**config.mk**
```make
export PLATFORM = sky130hd
export DESIGN_NAME = coalesce_store_queue
export DESIGN_NICKNAME = d
export VERILOG_FILES = /design/src/rtl/coalesce_store_queue_pkg.sv /design/src/rtl/coalesce_store_queue_sq_fwd_select.sv /design/src/rtl/coalesce_store_queue.sv
export SDC_FILE = /design/constraint.sdc
export NUM_CORES = 2
export LEC_CHECK = 0
export BUFFER_PORTS_ARGS = -buffer_cell sky130_fd_sc_hd__buf_4
export CORE_UTILIZATION = 30
export CTS_BUF_LIST = sky130_fd_sc_hd__clkbuf_8
export CTS_CLUSTER_DIAMETER = 120
export DETAILED_ROUTE_END_ITERATION = 7
export PLACE_DENSITY_LB_ADDON = 0.08
export SLEW_MARGIN = 0
export SYNTH_ARGS = -nofsm -noshare
export SYNTH_HDL_FRONTEND = slang
export SYNTH_HIERARCHICAL = 1
export SYNTH_SLANG_ARGS = --single-unit
```
**constraint.sdc**
```tcl
create_clock -name clk -period 24.4 [get_ports clk]
set_clock_uncertainty 0.1 [all_clocks]
set_input_delay 3.66 -clock clk [delete_from_list [all_inputs] [get_ports clk]]
set_output_delay 3.66 -clock clk [all_outputs]
set_load 0.005 [all_outputs]
```
**src/rtl/coalesce_store_queue_pkg.sv**
```systemverilog
// Shared lsu store-queue types: default geometry and the queue entry layout.
package coalesce_store_queue_pkg;

  localparam int unsigned SQ_DEPTH_DEF = 8;
  localparam int unsigned SQ_ADDR_W    = 32;
  localparam int unsigned SQ_DATA_W    = 32;
  localparam int unsigned SQ_STRB_W    = SQ_DATA_W / 8;
  localparam int unsigned SQ_CNT_W     = $clog2(SQ_DEPTH_DEF) + 1;

  // One buffered store. merge_cnt counts extra commits owed by coalesced stores.
  typedef struct packed {
    logic [SQ_ADDR_W-1:0] addr;
    logic [SQ_DATA_W-1:0] data;
    logic [SQ_STRB_W-1:0] strb;
    logic                 uncached;
    logic [SQ_CNT_W-1:0]  merge_cnt;
  } sq_entry_t;

endpackage

```
**src/rtl/coalesce_store_queue_sq_fwd_select.sv**
```systemverilog
// Per-byte forwarding select: picks the youngest hitting entry's byte.
// Inputs are ordered oldest (index 0) to youngest (index DEPTH-1).
module sq_fwd_select #(
  parameter int unsigned DEPTH = 8
) (
  input  logic [DEPTH-1:0]   hit_i,
  input  logic [DEPTH*8-1:0] data_i,
  output logic               sel_o,
  output logic [7:0]         byte_o
);

  // Later (younger) hits override earlier ones; no hit reads as zero.
  always_comb begin
    sel_o  = 1'b0;
    byte_o = '0;
    for (int k = 0; k < DEPTH; k++) begin
      if (hit_i[k]) begin
        sel_o  = 1'b1;
        byte_o = data_i[k*8 +: 8];
      end
    end
  end

endmodule

```
**src/rtl/coalesce_store_queue.sv**
```systemverilog
// Store queue with commit/drain split and byte-granular load forwarding.
// Optional same-word store coalescing into the youngest entry: SQ_COALESCE_EN.
module coalesce_store_queue
  import coalesce_store_queue_pkg::*;
#(
  parameter int unsigned SQ_DEPTH = SQ_DEPTH_DEF,
  parameter int unsigned ADDR_W   = SQ_ADDR_W,
  parameter int unsigned DATA_W   = SQ_DATA_W
) (
  input  logic                       clk,
  input  logic                       rst_n,
  input  logic                       flush_i,
  input  logic                       enq_valid_i,
  output logic                       enq_ready_o,
  input  logic [ADDR_W-1:0]          enq_addr_i,
  input  logic [DATA_W-1:0]          enq_data_i,
  input  logic [DATA_W/8-1:0]        enq_strb_i,
  input  logic                       enq_uncached_i,
  input  logic                       commit_i,
  output logic                       drain_valid_o,
  input  logic                       drain_ready_i,
  output logic [ADDR_W-1:0]          drain_addr_o,
  output logic [DATA_W-1:0]          drain_data_o,
  output logic [DATA_W/8-1:0]        drain_strb_o,
  output logic                       drain_uncached_o,
  input  logic [ADDR_W-1:0]          ld_addr_i,
  output logic [DATA_W/8-1:0]        ld_fwd_mask_o,
  output logic [DATA_W-1:0]          ld_fwd_data_o,
  output logic                       ld_conflict_o,
  output logic                       full_o,
  output logic                       empty_o,
  output logic [$clog2(SQ_DEPTH):0]  count_o
);

  localparam int unsigned STRB_W = DATA_W / 8;
  localparam int unsigned IDX_W  = $clog2(SQ_DEPTH);
  localparam int unsigned PTR_W  = IDX_W + 1;
  localparam int unsigned OFF_W  = $clog2(STRB_W);

  logic [PTR_W-1:0] head_q, cmt_q, tail_q, cmt_next, count;
  sq_entry_t        mem_q [SQ_DEPTH];

  logic has_room, commit_ok, commit_adv, merge, enq_fire, alloc, drain_fire;

  assign count     = tail_q - head_q;
  assign has_room  = count < PTR_W'(SQ_DEPTH);
  assign commit_ok = commit_i & (cmt_q != tail_q);

`ifdef SQ_COALESCE_EN
  logic [IDX_W-1:0] cmt_idx, yng_idx;
  sq_entry_t        yng;
  logic             commit_dec;

  assign cmt_idx    = cmt_q[IDX_W-1:0];
  assign yng_idx    = IDX_W'(tail_q - PTR_W'(1));
  assign yng        = mem_q[yng_idx];
  assign commit_adv = commit_ok & (mem_q[cmt_idx].merge_cnt == '0);
  assign commit_dec = commit_ok & ~commit_adv;
  // Never merge into an entry that this same cycle's commit retires, nor past counter saturation.
  assign merge = (cmt_q != tail_q) & ~yng.uncached & ~enq_uncached_i
               & (yng.addr[ADDR_W-1:OFF_W] == enq_addr_i[ADDR_W-1:OFF_W])
               & (yng.merge_cnt != '1)
               & ~(commit_adv & ((cmt_q + PTR_W'(1)) == tail_q));
  assign enq_ready_o = has_room | merge;
`else
  assign commit_adv  = commit_ok;
  assign merge       = 1'b0;
  assign enq_ready_o = has_room;
`endif

  assign enq_fire   = enq_valid_i & enq_ready_o & ~flush_i;
  assign alloc      = enq_fire & ~merge;
  assign drain_fire = drain_valid_o & drain_ready_i;
  assign cmt_next   = commit_adv ? cmt_q + PTR_W'(1) : cmt_q;

  // Pointer state; flush rewinds tail to the post-commit cmt.
  always_ff @(posedge clk or negedge rst_n) begin
    if (!rst_n) begin
      head_q <= '0;
      cmt_q  <= '0;
      tail_q <= '0;
    end else begin
      if (drain_fire) head_q <= head_q + PTR_W'(1);
      cmt_q <= cmt_next;
      if (flush_i)    tail_q <= cmt_next;
      else if (alloc) tail_q <= tail_q + PTR_W'(1);
    end
  end

  // Payload storage is deliberately not reset.
  always_ff @(posedge clk) begin
    if (alloc) begin
      mem_q[tail_q[IDX_W-1:0]] <= '{addr: enq_addr_i, data: enq_data_i, strb: enq_strb_i,
                                    uncached: enq_uncached_i, merge_cnt: '0};
    end
`ifdef SQ_COALESCE_EN
    if (enq_fire && merge) begin
      for (int b = 0; b < STRB_W; b++) begin
        if (enq_strb_i[b]) mem_q[yng_idx].data[8*b +: 8] <= enq_data_i[8*b +: 8];
      end
      mem_q[yng_idx].strb <= yng.strb | enq_strb_i;
    end
    // A merge and a commit-absorb on the same entry cancel out.
    if (enq_fire && merge && !(commit_dec && cmt_idx == yng_idx)) begin
      mem_q[yng_idx].merge_cnt <= yng.merge_cnt + SQ_CNT_W'(1);
    end
    if (commit_dec && !(enq_fire && merge && cmt_idx == yng_idx)) begin
      mem_q[cmt_idx].merge_cnt <= mem_q[cmt_idx].merge_cnt - SQ_CNT_W'(1);
    end
`endif
  end

  assign drain_valid_o    = head_q != cmt_q;
  assign drain_addr_o     = mem_q[head_q[IDX_W-1:0]].addr;
  assign drain_data_o     = mem_q[head_q[IDX_W-1:0]].data;
  assign drain_strb_o     = mem_q[head_q[IDX_W-1:0]].strb;
  assign drain_uncached_o = mem_q[head_q[IDX_W-1:0]].uncached;

  assign count_o = count;
  assign full_o  = count == PTR_W'(SQ_DEPTH);
  assign empty_o = count == '0;

  // Lookup: entries re-ordered by age (k=0 is head) so selection is a simple priority scan.
  logic [SQ_DEPTH-1:0]                 unc_hit;
  logic [STRB_W-1:0][SQ_DEPTH-1:0]     byte_hit;
  logic [STRB_W-1:0][SQ_DEPTH*8-1:0]   byte_data;

  for (genvar k = 0; k < SQ_DEPTH; k++) begin : g_age
    logic [IDX_W-1:0] ri;
    logic             word_hit;
    assign ri       = head_q[IDX_W-1:0] + IDX_W'(k);
    assign word_hit = (PTR_W'(k) < count)
                    & (mem_q[ri].addr[ADDR_W-1:OFF_W] == ld_addr_i[ADDR_W-1:OFF_W]);
    assign unc_hit[k] = word_hit & mem_q[ri].uncached;
    for (genvar b = 0; b < STRB_W; b++) begin : g_byte
      assign byte_hit[b][k]        = word_hit & ~mem_q[ri].uncached & mem_q[ri].strb[b];
      assign byte_data[b][k*8 +: 8] = mem_q[ri].data[8*b +: 8];
    end
  end

  assign ld_conflict_o = |unc_hit;

  for (genvar b = 0; b < STRB_W; b++) begin : g_sel
    sq_fwd_select #(
      .DEPTH (SQ_DEPTH)
    ) u_sel (
      .hit_i  (byte_hit[b]),
      .data_i (byte_data[b]),
      .sel_o  (ld_fwd_mask_o[b]),
      .byte_o (ld_fwd_data_o[8*b +: 8])
    );
  end

endmodule

```
==> qor.txt <==
CTS resizes: 0
Synth Cell Area: 46150 um2
Die height: 394.2 um
Hold Vio Cnt, Final: 0
Die width: 394.2 um
Hold Path End: cmt_q[3]
CP Capture Type: primary output
GRT overflow: 0
CTS tree: built
F_max: 74.00 MHz
Number of synthesized flops with an enable pin: 552
Initial Util: 30.31%
First-pass GRT wire length: 253000 um
Drt wl/cell: 30.44 um
Leak: 17.55 nW
Max-cap viol count: 0
Row count: 143
Fin. max-slew vios: 0
Remaining DRCs: 0
CTS root buf: clkbuf_8
Syn Area/Cell: 12.76 um2
Critical path type: reg2out
Net Count, Synth: 3733
Setup bufs post-CTS: 0
Hold Crit Start: cmt_q[3]
Endpoints failing setup: 0
Worst Reg-to-Reg Cells: 11
Routed vias: 34114
CP Launch Type: register
CP Data Required Time: 20.64 ns
Io pins: 221
Post-synthesis instance total: 3617
Worst Hold Path Cells: 1
Post-synthesis cell type count: 81
Fraction of layout cells with a size suffix above 1: 32.61%
Rel. slew slack: 27.52%
DRT Wirelength: 176900 um
DRT iter0 DRCs: 3145
Period utilization: 55.38%
Sequential area share after synthesis: 36.57%
Vias in the first global route: 32822
Post-route insts no fill: 5811
Detail Placement HPWL: 117400 um
Power per cell area: 152.3 nW/um2
Worst R2R Start: head_q[2]
Status: finished clean
Hold Path Class: reg2reg
Cts bufs inserted: 109
Max rail drop VDD: 0.1358 mV
Worst flop-to-flop path endpoint: mem_q[2][32]
Register clock-pin slew on the reported worst setup and hold paths: 0.06 ns
Worst-Margin Slew: 1.083 ns
Hold Slack: 0.4440 ns
Ys async rst share: 2.128%
Synth Warn #: 6
Worst R2R Setup Slack: 18.00 ns
Clock Latency Late Sink: 0.87 ns
Synth Flop Type: edfxtp_1
Nets: 3801
Routed Antenna Nets: 0
Min Clock Period, post-route: 13.51 ns
GRT Overall Usage: 22.32%
Pre-antenna DRT Iters: 6
Core Box Area: 152300 um2
Seq cells post-synth: 564
Largest net degree at the start of global routing: 127
Fillers: 14965
CTS sink count: 564
RSZ-0062 raised after global routing: false
CTS max path bufs: 3
H-tree depth: 3
Gpl congestion: 0.8932
Initial antenna violation count: 15
Port Buffers: 218
Placed cells: 5604
WP data arrival: 9.75 ns
Layout area overhead: 11.77%
Die area: 155400 um2
Mean number of vias per cell: 5.871
# hold bufs at CTS: 0
Max Fanout on Critical Path: 94
Setup TNS: 0 ns
-- power by group --
group | switching (mW) | internal, mW | total [mW]
logic | 3.17 | 2.41 | 5.58
clock network | 0.464 | 0.527 | 0.991
registers | 0.126 | 1.15 | 1.28
total | 3.76 | 4.09 | 7.85
-- worst max-delay path by stage --
stage                             to       from  cells after the start  slack, ns
finish              ld_fwd_data_o[8]  head_q[1]                     17      10.89
global route        ld_fwd_data_o[8]  head_q[1]                     18      10.48
CTS                 ld_fwd_data_o[8]  head_q[1]                     18      10.68
detailed placement  ld_fwd_data_o[8]  head_q[1]                     18      11.58
global placement    ld_fwd_data_o[8]  head_q[1]                     18      11.49
floorplan                mem_q[0][0]    flush_i                      3      12.81
-- layer usage --
| layer | wire length, um | global-route usage, % |
|---|---|---|
| met4 | 3352 | 4.676 |
| met5 | 104 | 0 |
| met1 | 79730 | 32.21 |
| met2 | 82700 | 35.24 |
| met3 | 11000 | 3.551 |
-- state kept, by name, summed over array words and instances (netlist names) --
signal / count
mem_q: 552
cmt_q: 4
head_q: 4
tail_q: 4
-- layout make-up --
type	count	area (um2)	share of cell area, %
Timing Repair Buffer	301	2322	4.502
Antenna cell	6	15.01	0.02911
Clock buffer	116	1597	3.095
Clock inverter	85	614.3	1.191
Tap cell	2030	2540	4.925
Multi-Input combinational cell	2671	27450	53.22
Inverter	38	150.1	0.2911
Sequential cell	564	16890	32.74
-- worst max-delay path, stage by stage (launching register included) --
cell and delay (ns):
dfrtp_4 0.75, clkinv_1 0.77, ha_4 1.06, buf_12 0.55
buf_4 0.55, mux4_2 0.39, xnor2_1 0.52, nand2_1 0.19
o31a_1 0.32, nor4_1 0.62, o2111ai_1 0.34, or4_4 0.63
nand3b_4 0.29, a21oi_2 0.70, nor2b_1 0.45, a22oi_1 0.31
o21ai_1 0.19, buf_4 0.18
-- cells by family (layout without fill, tap and decap cells) --
family                   count (synthesis)  in the layout  share of synthesized area [%]
AND/OR/NAND/NOR                       1110           1110                          10.35
multiplexers                           905            905                          37.77
flip-flops                             564            564                          36.57
buffers and inverters                  382            540                          4.192
AO/OA/AOI/OAI                          380            380                          5.729
XOR/XNOR                               267            267                          5.124
adder cells (fa/ha/maj)                  9              9                         0.2603
other                                    0              6                              0
-- cells in the final DEF (no fill, tap or decap), types with 30 or more instances in the layout --
cell type  synthesis  layout
nand2_1          816     816
mux4_2           659     659
edfxtp_1         552     552
buf_4             66     296
xnor2_1          215     214
mux2i_1          170     170
clkbuf_8           0     116
o21ai_0           75      75
mux2_2            74      74
nor2_1            61      57
a21oi_1           53      53
a221o_1           53      53
inv_1             27      49
xor2_1            50      49
nand3_1           43      43
a22oi_1           38      38
a31oi_1           37      37
clkinv_1           7      35
nand4_1           34      34
o21ai_1           30      30
-- synth_stat cells (23+ instances only) --
| cell type | number | share of area (%) |
|---|---|---|
| a21oi_1 | 53 | 0.57 |
| a221o_1 | 53 | 1.1 |
| a22oi_1 | 38 | 0.62 |
| a31oi_1 | 37 | 0.50 |
| buf_1 | 46 | 0.37 |
| buf_2 | 118 | 1.3 |
| buf_4 | 66 | 1.1 |
| clkbuf_1 | 101 | 0.82 |
| edfxtp_1 | 552 | 36 |
| inv_1 | 27 | 0.22 |
| mux2_2 | 74 | 1.8 |
| mux2i_1 | 170 | 3.7 |
| mux4_2 | 659 | 32 |
| nand2_1 | 816 | 6.6 |
| nand2b_1 | 24 | 0.33 |
| nand3_1 | 43 | 0.47 |
| nand4_1 | 34 | 0.46 |
| nor2_1 | 61 | 0.50 |
| nor3_1 | 23 | 0.25 |
| nor4_1 | 27 | 0.37 |
| o21ai_0 | 75 | 0.81 |
| o21ai_1 | 30 | 0.33 |
| xnor2_1 | 215 | 4.1 |
| xor2_1 | 50 | 0.95 |
-- per-stage QoR --
step           utilization [%]  power (mW)  setup WS [ns]  area, um2
6_report                 33.87       7.853          10.89      51580
5_1_grt                  33.87       8.310          10.48      51570
4_1_cts                  33.86       7.924          10.68      51560
3_5_place_dp             32.41       6.892          11.58      49350
3_3_place_gp             32.41       6.906          11.49      49350
2_1_floorplan                -       5.318          12.81      46150
Power figures use the tool's default switching activity.
